File: src/rtl/wb_arbiter.sv
// Round-robin Wishbone arbiter: NUM_MASTERS masters share one slave, grant held for CYC and LOCK.
// Grant one cycle after CYC; losing masters stall with CYC high; a watchdog aborts stuck STB with ERR.
module wb_arbiter #(
  parameter int NUM_MASTERS = 2,
  parameter int ADDR_W      = 32,
  parameter int DATA_W      = 32,
  parameter int TIMEOUT     = 64
) (
  input  logic                            clk,
  input  logic                            rst_i,
  input  logic [NUM_MASTERS-1:0]          m_cyc_i,
  input  logic [NUM_MASTERS-1:0]          m_stb_i,
  input  logic [NUM_MASTERS-1:0]          m_we_i,
  input  logic [NUM_MASTERS-1:0]          m_lock_i,
  input  logic [NUM_MASTERS*ADDR_W-1:0]   m_adr_i,
  input  logic [NUM_MASTERS*DATA_W-1:0]   m_dat_i,
  input  logic [NUM_MASTERS*DATA_W/8-1:0] m_sel_i,
  output logic [DATA_W-1:0]               m_dat_o,
  output logic [NUM_MASTERS-1:0]          m_ack_o,
  output logic [NUM_MASTERS-1:0]          m_err_o,
  output logic [NUM_MASTERS-1:0]          m_rty_o,
  output logic [NUM_MASTERS-1:0]          m_gnt_o,
  output logic                            s_cyc_o,
  output logic                            s_stb_o,
  output logic                            s_we_o,
  output logic                            s_lock_o,
  output logic [ADDR_W-1:0]               s_adr_o,
  output logic [DATA_W-1:0]               s_dat_o,
  output logic [DATA_W/8-1:0]             s_sel_o,
  input  logic [DATA_W-1:0]               s_dat_i,
  input  logic                            s_ack_i,
  input  logic                            s_err_i,
  input  logic                            s_rty_i,
  output logic [$clog2(NUM_MASTERS)-1:0]  owner_o,
  output logic                            busy_o
);
  localparam int SEL_W = DATA_W / 8;
  localparam int IDX_W = $clog2(NUM_MASTERS);
  localparam int WD_W  = (TIMEOUT > 1) ? $clog2(TIMEOUT) : 1;

  typedef enum logic [1:0] {IDLE, BUSY, ABORT} state_t;

  state_t           state;
  logic [IDX_W-1:0] owner;
  logic [IDX_W-1:0] rr_ptr;
  logic [IDX_W-1:0] pick_idx;
  logic [IDX_W-1:0] cand;
  logic             pick_vld;
  logic [WD_W-1:0]  wd_cnt;

  logic [ADDR_W-1:0] adr_arr [NUM_MASTERS];
  logic [DATA_W-1:0] dat_arr [NUM_MASTERS];
  logic [SEL_W-1:0]  sel_arr [NUM_MASTERS];

  for (genvar k = 0; k < NUM_MASTERS; k++) begin : g_unpack
    assign adr_arr[k] = m_adr_i[k*ADDR_W +: ADDR_W];
    assign dat_arr[k] = m_dat_i[k*DATA_W +: DATA_W];
    assign sel_arr[k] = m_sel_i[k*SEL_W +: SEL_W];
  end

  // First requester after the last owner, wrapping, so every master gets a turn.
  always_comb begin
    pick_vld = 1'b0;
    pick_idx = '0;
    cand     = '0;
    for (int i = 1; i <= NUM_MASTERS; i++) begin
      cand = IDX_W'((int'(rr_ptr) + i) % NUM_MASTERS);
      if (!pick_vld && m_cyc_i[cand]) begin
        pick_vld = 1'b1;
        pick_idx = cand;
      end
    end
  end

  logic own_cyc, own_stb, own_lock, resp, release_ok, expire;
  assign own_cyc    = m_cyc_i[owner];
  assign own_stb    = m_stb_i[owner];
  assign own_lock   = m_lock_i[owner];
  assign resp       = s_ack_i | s_err_i | s_rty_i;
  assign release_ok = !own_cyc && !own_lock;
  // A response in the expiry cycle still wins: expire requires !resp.
  assign expire     = (TIMEOUT != 0) && own_stb && !resp && (wd_cnt == WD_W'(TIMEOUT - 1));

  always_comb begin
    s_cyc_o  = 1'b0;
    s_stb_o  = 1'b0;
    s_we_o   = 1'b0;
    s_lock_o = 1'b0;
    s_adr_o  = '0;
    s_dat_o  = '0;
    s_sel_o  = '0;
    m_ack_o  = '0;
    m_err_o  = '0;
    m_rty_o  = '0;
    case (state)
      BUSY: begin
        s_cyc_o        = own_cyc;
        s_stb_o        = own_stb;
        s_we_o         = m_we_i[owner];
        s_lock_o       = own_lock;
        s_adr_o        = adr_arr[owner];
        s_dat_o        = dat_arr[owner];
        s_sel_o        = sel_arr[owner];
        m_ack_o[owner] = s_ack_i;
        m_err_o[owner] = s_err_i;
        m_rty_o[owner] = s_rty_i;
      end
      ABORT:   m_err_o[owner] = 1'b1;
      default: ;
    endcase
  end

  assign m_dat_o = s_dat_i;
  assign busy_o  = (state == BUSY);
  assign owner_o = owner;

  always_ff @(posedge clk) begin
    if (rst_i) begin
      state   <= IDLE;
      owner   <= '0;
      rr_ptr  <= IDX_W'(NUM_MASTERS - 1);
      wd_cnt  <= '0;
      m_gnt_o <= '0;
    end else begin
      case (state)
        IDLE: begin
          wd_cnt <= '0;
          if (pick_vld) begin
            owner   <= pick_idx;
            m_gnt_o <= NUM_MASTERS'(1) << pick_idx;
            state   <= BUSY;
          end
        end
        BUSY: begin
          if (release_ok) begin
            rr_ptr  <= owner;
            m_gnt_o <= '0;
            wd_cnt  <= '0;
            state   <= IDLE;
          end else if (expire) begin
            wd_cnt <= '0;
            state  <= ABORT;
          end else if ((TIMEOUT != 0) && own_stb && !resp) begin
            wd_cnt <= wd_cnt + 1'b1;
          end else begin
            wd_cnt <= '0;
          end
        end
        default: begin
          rr_ptr  <= owner;
          m_gnt_o <= '0;
          state   <= IDLE;
        end
      endcase
    end
  end
endmodule
File: config.mk
export PLATFORM = sky130hd
export DESIGN_NAME = wb_arbiter
export DESIGN_NICKNAME = d
export VERILOG_FILES = /design/src/rtl/wb_arbiter.sv
export SDC_FILE = /design/constraint.sdc
export NUM_CORES = 1
export LEC_CHECK = 0
export ABC_AREA = 1
export CORE_AREA = 2 2 114 116
export DETAILED_ROUTE_END_ITERATION = 8
export DIE_AREA = 0 0 116 118
export HOLD_SLACK_MARGIN = 0.15
export PLACE_DENSITY_LB_ADDON = 0.2
export SKIP_CTS_REPAIR_TIMING = 1
export SKIP_LAST_GASP = 1
export SLEW_MARGIN = 15
export SYNTH_ARGS = -nofsm -noshare
export SYNTH_HDL_FRONTEND = slang
export SYNTH_SLANG_ARGS = --single-unit
File: constraint.sdc
create_clock -name clk -period 1.28 [get_ports clk]
set_input_delay 0.128 -clock clk [delete_from_list [all_inputs] [get_ports clk]]
set_output_delay 0.128 -clock clk [all_outputs]
set_load 0.1 [all_outputs]
# Word level (Yosys, flattened, before mapping)
# Index checks and enable logic that the tools add are counted.
[totals]
out_inout_bits = 114
wordCells = 92
register_bits = 12
[classes]
n_mux = 50
order_cmp = 5
n_reduce_logical = 15
bitwise_logic = 7
addsub = 3
shifts = 1
n_eq_ne = 6
[op_table]
columns = ["cell", "count"]
rows = [
  ["$mux 32", 8],
  ["$mux 1", 22],
  ["$mux 6", 3],
  ["$mux 4", 4],
  ["$mux 2", 7],
  ["$pmux 2 s2", 3],
  ["$pmux 6 s2", 1],
  ["$reduce_and 2->1", 4],
  ["$add 6x1->6 const B", 1],
  ["$and 2x2->2", 3],
  ["$eq 6x6->1 const B", 1],
  ["$lt 1x2->1 const B", 3],
  ["$logic_and 1x1->1", 5],
  ["$logic_not 1->1", 4],
  ["$ne 3x1->1 const B", 1],
  ["$add 1x1->1 const B", 2],
  ["$eq 2x1->1 const B", 1],
  ["$eq 2x2->1 const B", 1],
  ["$ge 2x2->1 const B", 1],
  ["$logic_not 2->1", 1],
  ["$ne 2x1->1 const B", 1],
  ["$ne 2x2->1 const B", 1],
  ["$not 1->2", 1],
  ["$or 1x1->1", 2],
  ["other kinds (6)", 6],
]

# Logic depth before layout (Yosys ltp)
# Gate-level depths: netlist (run 1).
[depth]
ltp_word = 10
mapped_depth = 9
ltp_nobuf = 9

# Worst setup path before layout (run 1)
# Ideal clock, no wire load.
[synth_timing]
kind = "flip-flop to output port"
from = "register state[1]"
to = "output s_adr_o[10]"
arrival_time_ns = 3.234
path_slack_ns = -2.082
n_path_buf = 2
stages_incl_launch_ff = 7
cell_sequence = "dfxtp_1 -> inv_1 -> ha_1 -> buf_2 -> inv_2 -> clkbuf_1 -> a21oi_1"
[synth_between]
elab_chain_cells = 2
[synth_lines]
columns = ["element", "line", "text"]
rows = [
  ["start, declared", "43", "state_t state;"],
  ["start signal, assigned", "119", "state <= IDLE;"],
  ["start signal, assigned", "131", "state <= BUSY;"],
  ["start signal, assigned", "139", "state <= IDLE;"],
  ["$eq 2x1->1", "--", ""],
  ["named net busy_o", "35", "output logic busy_o"],
  ["$mux 32", "95", "case (state)"],
  ["end, declared", "27", "output logic [ADDR_W-1:0] s_adr_o,"],
]
# The timed path passes the listed nets, and every way through them passes these cells.

# Worst setup path after layout (run 1)
[layout_timing]
from = "register owner, in the netlist owner_o"
to = "output s_dat_o[15]"
[layout_between]
elab_chain_cells = 5
[layout_lines]
columns = ["element", "line", "text"]
rows = [
  ["start, declared", "44", "logic [IDX_W-1:0] owner;"],
  ["start signal, assigned", "129", "owner <= pick_idx;"],
  ["$not 1->2 (not written as such)", "102", "s_dat_o = dat_arr[owner];"],
  ["$mux 32 (not written as such) (3 in a row)", "102", ""],
  ["$mux 32", "95", ""],
  ["end, declared", "28", "output logic [DATA_W-1:0] s_dat_o,"],
]
# No other way between the ends. The select of a mux whose other input is x is not followed.

==> impl_metrics.prom, run 1 <==
# TYPE chip_impl_metric gauge
chip_impl_info{name="result_of_the_run",value="complete, but fails checks"} 1
chip_impl_info{name="failed_checks",value="setup timing"} 1
chip_impl_metric{name="final_cell_area",unit="um2"} 6500
chip_impl_metric{name="place_congestion",unit=""} 0.825
chip_impl_info{name="yosysTopAreaCell",value="sky130_fd_sc_hd__nand2_1"} 1
chip_impl_metric{name="drt-initial-drc-count",unit=""} 116
chip_impl_metric{name="share_of_total_power_in_combinational_logic",unit=""} 0.930
chip_impl_metric{name="die_area",unit="um2"} 13700
chip_impl_info{name="crit_type",value="reg -> out"} 1
chip_impl_metric{name="cp_data_arrival_time",unit="ns"} 1.46
chip_impl_metric{name="synth.yosys.seq_area_share",unit=""} 0.121
chip_impl_metric{name="clk_latency",unit="ns"} 0.24
chip_impl_metric{name="timing.clock.skew",unit="ns"} 0.00293
chip_impl_info{name="crit_path_start_kind",value="register"} 1
chip_impl_info{name="cts.root.buffer_cell",value="sky130_fd_sc_hd__clkbuf_16"} 1
chip_impl_metric{name="report.final.slew_viol_count",unit=""} 0
chip_impl_info{name="synth.top_cells.by_area",value="sky130_fd_sc_hd__nand2_1 34%, sky130_fd_sc_hd__a21oi_1 20%, sky130_fd_sc_hd__dfxtp_1 12%"} 1
chip_impl_metric{name="core_area",unit="um2"} 12400
chip_impl_metric{name="worst_pin_slew",unit="ns"} 0.247
chip_impl_metric{name="postRouteAntennaNets",unit=""} 0
chip_impl_metric{name="synth_cells",unit=""} 390
chip_impl_metric{name="power_frac_clock",unit=""} 0.036
chip_impl_metric{name="core.rowCount",unit=""} 41
chip_impl_metric{name="total_leakage_power",unit="uW"} 0.00251
chip_impl_metric{name="p_total",unit="uW"} 16000
chip_impl_metric{name="maxClockFrequency",unit="GHz"} 0.631
chip_impl_metric{name="grtUsageTotal",unit=""} 0.163
chip_impl_info{name="cp-end-kind",value="output pin"} 1
chip_impl_metric{name="layout.core_utilization",unit=""} 0.523
chip_impl_metric{name="wire_per_inst",unit="um"} 16.6
chip_impl_info{name="rsz0062_at_grt",value="true"} 1
chip_impl_metric{name="power_density",unit="nW/um2"} 2460
chip_impl_metric{name="cellInternalPower",unit="uW"} 6300
chip_impl_metric{name="num-fill-cells",unit=""} 1127
chip_impl_metric{name="cp_data_required_time",unit="ns"} 1.15
chip_impl_metric{name="postSynthRegisterBits",unit=""} 12
chip_impl_metric{name="synth_largest_type_area_fraction",unit=""} 0.338
chip_impl_info{name="path_class_of_the_lowest_slack_min_delay_path",value="in -> out"} 1
chip_impl_metric{name="post_synth_num_cell_types",unit=""} 20
chip_impl_metric{name="drt-pass1-iter-count",unit=""} 4
chip_impl_metric{name="count_of_flip_flops_with_a_built_in_enable_after_synthesis",unit=""} 0
chip_impl_metric{name="detail_route.drc_violations",unit=""} 0
chip_impl_metric{name="setup_viol",unit=""} 88
chip_impl_metric{name="clkSlewWorstSetupHoldPaths",unit="ns"} 0.04
chip_impl_metric{name="worstPathMaxFanout",unit=""} 7
chip_impl_metric{name="ys_async_sr_fraction",unit=""} 0
chip_impl_metric{name="number_of_antenna_violations_at_the_first_check_in_global_routing",unit=""} 0
chip_impl_metric{name="power_switching",unit="uW"} 9680
chip_impl_metric{name="via_count",unit=""} 3412
chip_impl_metric{name="starting_density_of_the_core",unit=""} 0.160
chip_impl_metric{name="maximum_number_of_pins_on_one_net_before_global_route_repair",unit=""} 27
chip_impl_metric{name="post_dp_cell_area",unit="um2"} 5710
chip_impl_metric{name="io_buffers",unit=""} 230
chip_impl_metric{name="dp_wirelength",unit="um"} 9840
chip_impl_metric{name="clockBufferDepth",unit=""} 2
chip_impl_metric{name="top_level_ports",unit=""} 295
chip_impl_metric{name="hold_violations",unit=""} 0
chip_impl_metric{name="yosys_warnings",unit=""} 0
chip_impl_info{name="ys.flop_type",value="sky130_fd_sc_hd__dfxtp_1"} 1
chip_impl_info{name="tritoncts_clock_tree",value="yes"} 1
chip_impl_info{name="synth.most_common_cell",value="sky130_fd_sc_hd__nand2_1"} 1
chip_impl_metric{name="via_per_inst",unit=""} 4.31
chip_impl_metric{name="drt-total-wl",unit="um"} 13100
chip_impl_metric{name="final.setup.tns",unit="ns"} -21.52
chip_impl_metric{name="synth.net_count",unit=""} 575
chip_impl_metric{name="antenna-diode-count",unit=""} 0
chip_impl_metric{name="die_x",unit="um"} 116
chip_impl_metric{name="netlist_area",unit="um2"} 1990
chip_impl_metric{name="first_global_vias",unit=""} 3357
chip_impl_metric{name="max_slew_margin",unit=""} 0.835
chip_impl_metric{name="syn_avg_cell_area",unit="um2"} 5.09
chip_impl_metric{name="first_pass_grt_wire_length",unit="um"} 17800
chip_impl_metric{name="sequentialPowerShare",unit=""} 0.035
chip_impl_metric{name="num-nets-final",unit=""} 805
chip_impl_info{name="synth_top_cells_by_count",value="179 x sky130_fd_sc_hd__nand2_1, 78 x sky130_fd_sc_hd__a21oi_1, 32 x sky130_fd_sc_hd__buf_4, 19 x sky130_fd_sc_hd__nor2_1"} 1
chip_impl_metric{name="grt-ovfl-total",unit=""} 0
chip_impl_metric{name="post-route-worst-setup-slack",unit="ns"} -0.306
chip_impl_metric{name="fin_crit_sh",unit=""} 1.24
chip_impl_metric{name="worst_supply_voltage_drop_on_vdd",unit="mV"} 1.08
chip_impl_metric{name="layout-drive-gt1-share",unit=""} 0.423
chip_impl_metric{name="h-tree-depth",unit=""} 1
chip_impl_metric{name="tritoncts_num_sinks",unit=""} 12
chip_impl_metric{name="layout_min_cycle_time",unit="ns"} 1.59
chip_impl_metric{name="chipHeight",unit="um"} 118
chip_impl_metric{name="regToRegSetupSlack",unit="ns"} -0.17
chip_impl_metric{name="area_delta_synth_final",unit="%"} 227
chip_impl_metric{name="cts_made_buffers",unit=""} 3
chip_impl_metric{name="drv_cap",unit=""} 0
chip_impl_metric{name="power.switching_fraction",unit=""} 0.606
[logic make-up after synthesis]
family          Yosys count  share of synthesized area
flops                    12                      0.121
compound gates           84                      0.216
simple gates            211                      0.415
buf+inv                  77                      0.214
fa+ha+maj                 4                     0.0252
xor+xnor                  2                    0.00882
[area by class of cell]
class | count | area [um2] | share of cell area
well taps | 172 | 215 | 0.0331
multi-input cells | 301 | 2070 | 0.318
clock buffers | 4 | 78.8 | 0.0121
inverters | 20 | 103 | 0.0158
flip-flops and latches | 12 | 246 | 0.0379
repair buffers | 282 | 3790 | 0.583
[placed cells by master, fill, tap and decap left out, types with 5 or more instances in the layout]
cell type | synthesis | layout
sky130_fd_sc_hd__inv_1 | 17 | 13
sky130_fd_sc_hd__a21oi_4 | 0 | 37
sky130_fd_sc_hd__a21oi_2 | 1 | 37
sky130_fd_sc_hd__buf_12 | 0 | 87
sky130_fd_sc_hd__clkdlybuf4s50_1 | 0 | 148
sky130_fd_sc_hd__a21oi_1 | 78 | 5
sky130_fd_sc_hd__dfxtp_1 | 12 | 9
sky130_fd_sc_hd__nand2_1 | 179 | 155
sky130_fd_sc_hd__clkbuf_16 | 0 | 9
sky130_fd_sc_hd__nand2_2 | 3 | 21
sky130_fd_sc_hd__buf_4 | 32 | 28
sky130_fd_sc_hd__buf_8 | 0 | 7
sky130_fd_sc_hd__nand3_1 | 8 | 8
sky130_fd_sc_hd__nor2_4 | 1 | 10
sky130_fd_sc_hd__nor2_1 | 19 | 9
sky130_fd_sc_hd__nand2_4 | 0 | 5
[worst paths after layout]
check,from,endpoint,cells after the start
setup / recovery,owner_o,s_dat_o[15],5
hold / removal,s_dat_i[14],m_dat_o[14],0
setup reg to reg,state[1],wd_cnt[1],9
hold reg to reg,wd_cnt[4],wd_cnt[4],2
[worst max-delay path: stages, from the launching register on]
cell	delay, ns
sky130_fd_sc_hd__dfxtp_4	0.43
sky130_fd_sc_hd__buf_12	0.18
sky130_fd_sc_hd__buf_8	0.13
sky130_fd_sc_hd__nand2_1	0.09
sky130_fd_sc_hd__a21oi_4	0.19
sky130_fd_sc_hd__buf_12	0.20
[per-layer routing]
metal | routed length [um] | part of all wire | global-route usage
met5 | 0 | 0 | 0
met4 | 217 | 0.017 | 0.0327
met3 | 745 | 0.057 | 0.0227
met2 | 7200 | 0.55 | 0.317
met1 | 4950 | 0.38 | 0.185
[state kept, by name, summed over array words and instances (netlist names)]
name	flops
state	2
m_gnt_o	2
owner_o	1
rr_ptr	1
wd_cnt	6
[power groups by stage]
stage | Combinational (uW) | Clock, uW | Sequential [uW]
floorplan | 8530 | 0 | 723
global placement | 13400 | 0 | 523
detailed placement | 13500 | 0 | 528
CTS | 13500 | 590 | 521
global route | 15300 | 606 | 562
finish | 14900 | 570 | 552
[through the flow]
stage | setup WS [ns] | cells | hold slack, ns
after floorplan | -1.46 | 390 | 0.353
after global placement | -0.165 | 780 | 0.257
after detailed placement | -0.199 | 780 | 0.257
after CTS | -0.413 | 784 | 0.257
after global routing | -0.359 | 791 | 0.256
final | -0.306 | 791 | 0.256
Power figures use the tool's default switching activity.
==> inputs of run 2 (changes only) <==
Clock period 1.28 ns to 1.9 ns, I/O delays scaled along.
==> run 2 against run 1 <==
  * The flow now finishes without violations
  * Largest power group unchanged
  * Critical path type unchanged
  * Wire length down 13%
  * Flip-flop and latch count did not move
  * Worst setup slack gained 0.37 ns
  * Largest cell class unchanged
==> impl_metrics.prom, run 2 (synthesis results as in run 1) <==
# TYPE chip_impl_metric gauge
chip_impl_metric{name="total_leakage_power",unit="uW"} 0.00214
chip_impl_metric{name="clk_latency",unit="ns"} 0.25
chip_impl_metric{name="timing.clock.skew",unit="ns"} 0.00483
chip_impl_metric{name="place_congestion",unit=""} 0.875
chip_impl_metric{name="clkSlewWorstSetupHoldPaths",unit="ns"} 0.04
chip_impl_metric{name="chipHeight",unit="um"} 118
chip_impl_metric{name="fin_crit_sh",unit=""} 0.967
chip_impl_metric{name="hold_violations",unit=""} 0
chip_impl_metric{name="first_global_vias",unit=""} 3028
chip_impl_metric{name="wire_per_inst",unit="um"} 15.4
chip_impl_metric{name="final_cell_area",unit="um2"} 5330
chip_impl_info{name="most_frequent_standard_cell_in_the_layout_excluding_fill_and_tap_cells",value="sky130_fd_sc_hd__nand2_1"} 1
chip_impl_info{name="path_class_of_the_lowest_slack_min_delay_path",value="in -> out"} 1
chip_impl_metric{name="layout-drive-gt1-share",unit=""} 0.223
chip_impl_metric{name="p_total",unit="uW"} 9130
chip_impl_metric{name="starting_density_of_the_core",unit=""} 0.160
chip_impl_metric{name="h-tree-depth",unit=""} 1
chip_impl_metric{name="postRouteAntennaNets",unit=""} 0
chip_impl_metric{name="worstPathMaxFanout",unit=""} 37
chip_impl_metric{name="worst_supply_voltage_drop_on_vdd",unit="mV"} 1.16
chip_impl_metric{name="seq_area",unit="um2"} 244
chip_impl_metric{name="num-nets-final",unit=""} 761
chip_impl_metric{name="flip_flop_count_of_the_largest_register_all_copies_and_words_added",unit=""} 6
chip_impl_metric{name="numPlacedInstances",unit=""} 743
chip_impl_info{name="registers.top_by_ff_count",value="wd_cnt"} 1
chip_impl_metric{name="grt-ovfl-total",unit=""} 0
chip_impl_metric{name="via_per_inst",unit=""} 4.15
chip_impl_info{name="cts.root.buffer_cell",value="sky130_fd_sc_hd__clkbuf_16"} 1
chip_impl_metric{name="max_stage_delay",unit="ns"} 0.31
chip_impl_metric{name="detail_route.drc_violations",unit=""} 0
chip_impl_metric{name="first_pass_grt_wire_length",unit="um"} 17100
chip_impl_metric{name="top_level_ports",unit=""} 295
chip_impl_metric{name="drv_cap",unit=""} 0
chip_impl_info{name="timing.critical_path.cells",value="inv_2 -> ha_4 -> inv_2 -> buf_12 -> a21oi_1 -> buf_12"} 1
chip_impl_metric{name="drt-pass1-iter-count",unit=""} 5
chip_impl_metric{name="maximum_number_of_pins_on_one_net_before_global_route_repair",unit=""} 48
chip_impl_metric{name="die_area",unit="um2"} 13700
chip_impl_metric{name="via_count",unit=""} 3098
chip_impl_metric{name="core_area",unit="um2"} 12400
chip_impl_info{name="rsz0062_at_grt",value="true"} 1
chip_impl_metric{name="cts_made_buffers",unit=""} 3
chip_impl_metric{name="antenna-diode-count",unit=""} 0
chip_impl_info{name="crit_type",value="reg -> out"} 1
chip_impl_metric{name="layout.core_utilization",unit=""} 0.430
chip_impl_info{name="tritoncts_clock_tree",value="yes"} 1
chip_impl_info{name="min_from",value="s_dat_i[14]"} 1
chip_impl_metric{name="worst-r2r-cell-count",unit=""} 9
chip_impl_metric{name="cp_data_required_time",unit="ns"} 1.71
chip_impl_metric{name="number_of_antenna_violations_at_the_first_check_in_global_routing",unit=""} 1
chip_impl_metric{name="regToRegSetupSlack",unit="ns"} 0.32
chip_impl_metric{name="clockBufferDepth",unit=""} 2
chip_impl_metric{name="num-fill-cells",unit=""} 1266
chip_impl_metric{name="power_density",unit="nW/um2"} 1710
chip_impl_metric{name="hold-path-cell-count",unit=""} 0
chip_impl_metric{name="report.final.slew_viol_count",unit=""} 0
chip_impl_metric{name="post_dp_cell_area",unit="um2"} 5230
chip_impl_info{name="cp-end-kind",value="output pin"} 1
chip_impl_metric{name="setup_viol",unit=""} 0
chip_impl_info{name="crit_path_top_delay_cell",value="sky130_fd_sc_hd__dfxtp_1"} 1
chip_impl_metric{name="core.rowCount",unit=""} 41
chip_impl_info{name="mostFrequentLayoutCells",value="179 x sky130_fd_sc_hd__nand2_1, 148 x sky130_fd_sc_hd__clkdlybuf4s50_1, 84 x sky130_fd_sc_hd__buf_12"} 1
chip_impl_metric{name="layout_min_cycle_time",unit="ns"} 1.84
chip_impl_info{name="hold-path-endpoint",value="m_dat_o[14]"} 1
chip_impl_info{name="reg2reg_to",value="wd_cnt[2]"} 1
chip_impl_metric{name="final_cell_count_no_fill",unit=""} 747
chip_impl_info{name="r2r_start",value="owner_o"} 1
chip_impl_metric{name="drt-initial-drc-count",unit=""} 151
chip_impl_info{name="largestRegisters",value="wd_cnt x6, m_gnt_o x2, state x2"} 1
chip_impl_info{name="result_of_the_run",value="completed"} 1
chip_impl_metric{name="tritoncts_num_sinks",unit=""} 12
chip_impl_metric{name="dp_wirelength",unit="um"} 9270
chip_impl_metric{name="io_buffers",unit=""} 230
chip_impl_metric{name="cp_data_arrival_time",unit="ns"} 1.65
chip_impl_metric{name="worst_pin_slew",unit="ns"} 0.374
chip_impl_metric{name="max_slew_margin",unit=""} 0.750
chip_impl_metric{name="drt-total-wl",unit="um"} 11500
chip_impl_metric{name="die_x",unit="um"} 116
chip_impl_info{name="crit_path_start_kind",value="register"} 1
chip_impl_metric{name="timing.hold.ws",unit="ns"} 0.380
chip_impl_metric{name="grtUsageTotal",unit=""} 0.159
chip_impl_metric{name="area_delta_synth_final",unit="%"} 169
chip_impl_metric{name="maxClockFrequency",unit="GHz"} 0.544
chip_impl_metric{name="multi_input_comb_area",unit="um2"} 1510
run 2: changes by cell type in the layout (fill, tap and decap cells not counted), sizes merged:
cell      previous run  this run
clkinv               1         0
inv                 17        20
buf                128        90
clkbuf              10         4
clkinvlp             2         0
run 2: routing by layer:
layer  routed length (um)  vias to the layer above  global-route usage
li1                     -                     1563                   -
met1                 4380                     1386               0.182
met5                   13                        -                   0
met3                  881                       19              0.0294
met2                 6040                      128               0.301
met4                  150                        2              0.0320
run 2: layout make-up:
cell class                      count  share of cell area
Sequential cell                    12              0.0457
Tap cell                          172              0.0403
Multi-Input combinational cell    301               0.284
Clock buffer                        4              0.0148
Inverter                           20              0.0141
Timing Repair Buffer              238               0.601
run 2: metrics by stage:
step | setup TNS [ns] | setup WS, ns
2_1_floorplan | -53.86 | -0.909
5_1_grt | -0.0621 | -0.0176
4_1_cts | 0 | 0.0299
6_report | 0 | 0.0628
3_3_place_gp | 0 | 0.296
3_5_place_dp | 0 | 0.241
run 2: power breakdown:
group | leakage, uW | total [uW] | internal (uW) | switching, uW
clock network | 0.0000382 | 400 | 283 | 117
logic | 0.00201 | 8380 | 2730 | 5660
registers | 0.0000985 | 344 | 304 | 39.6
run 2: critical path, delay by kind of cell, from the launching register on:
family | cells | cell delay, ns
adder cells (fa/ha/maj) | 1 | 0.21
AO/OA/AOI/OAI | 1 | 0.26
buffers and inverters | 4 | 0.58
flip-flops | 1 | 0.31
run 2: worst max path at each step:
stage | from | endpoint | depth (start not counted)
final | state[1] | s_adr_o[6] | 6
after detailed placement | m_stb_i[1] | wd_cnt[2] | 9
after global routing | state[0] | s_dat_o[11] | 5
after global placement | m_stb_i[1] | wd_cnt[3] | 9
after CTS | state[1] | s_dat_o[7] | 6
after floorplan | state[1] | s_adr_o[16] | 6
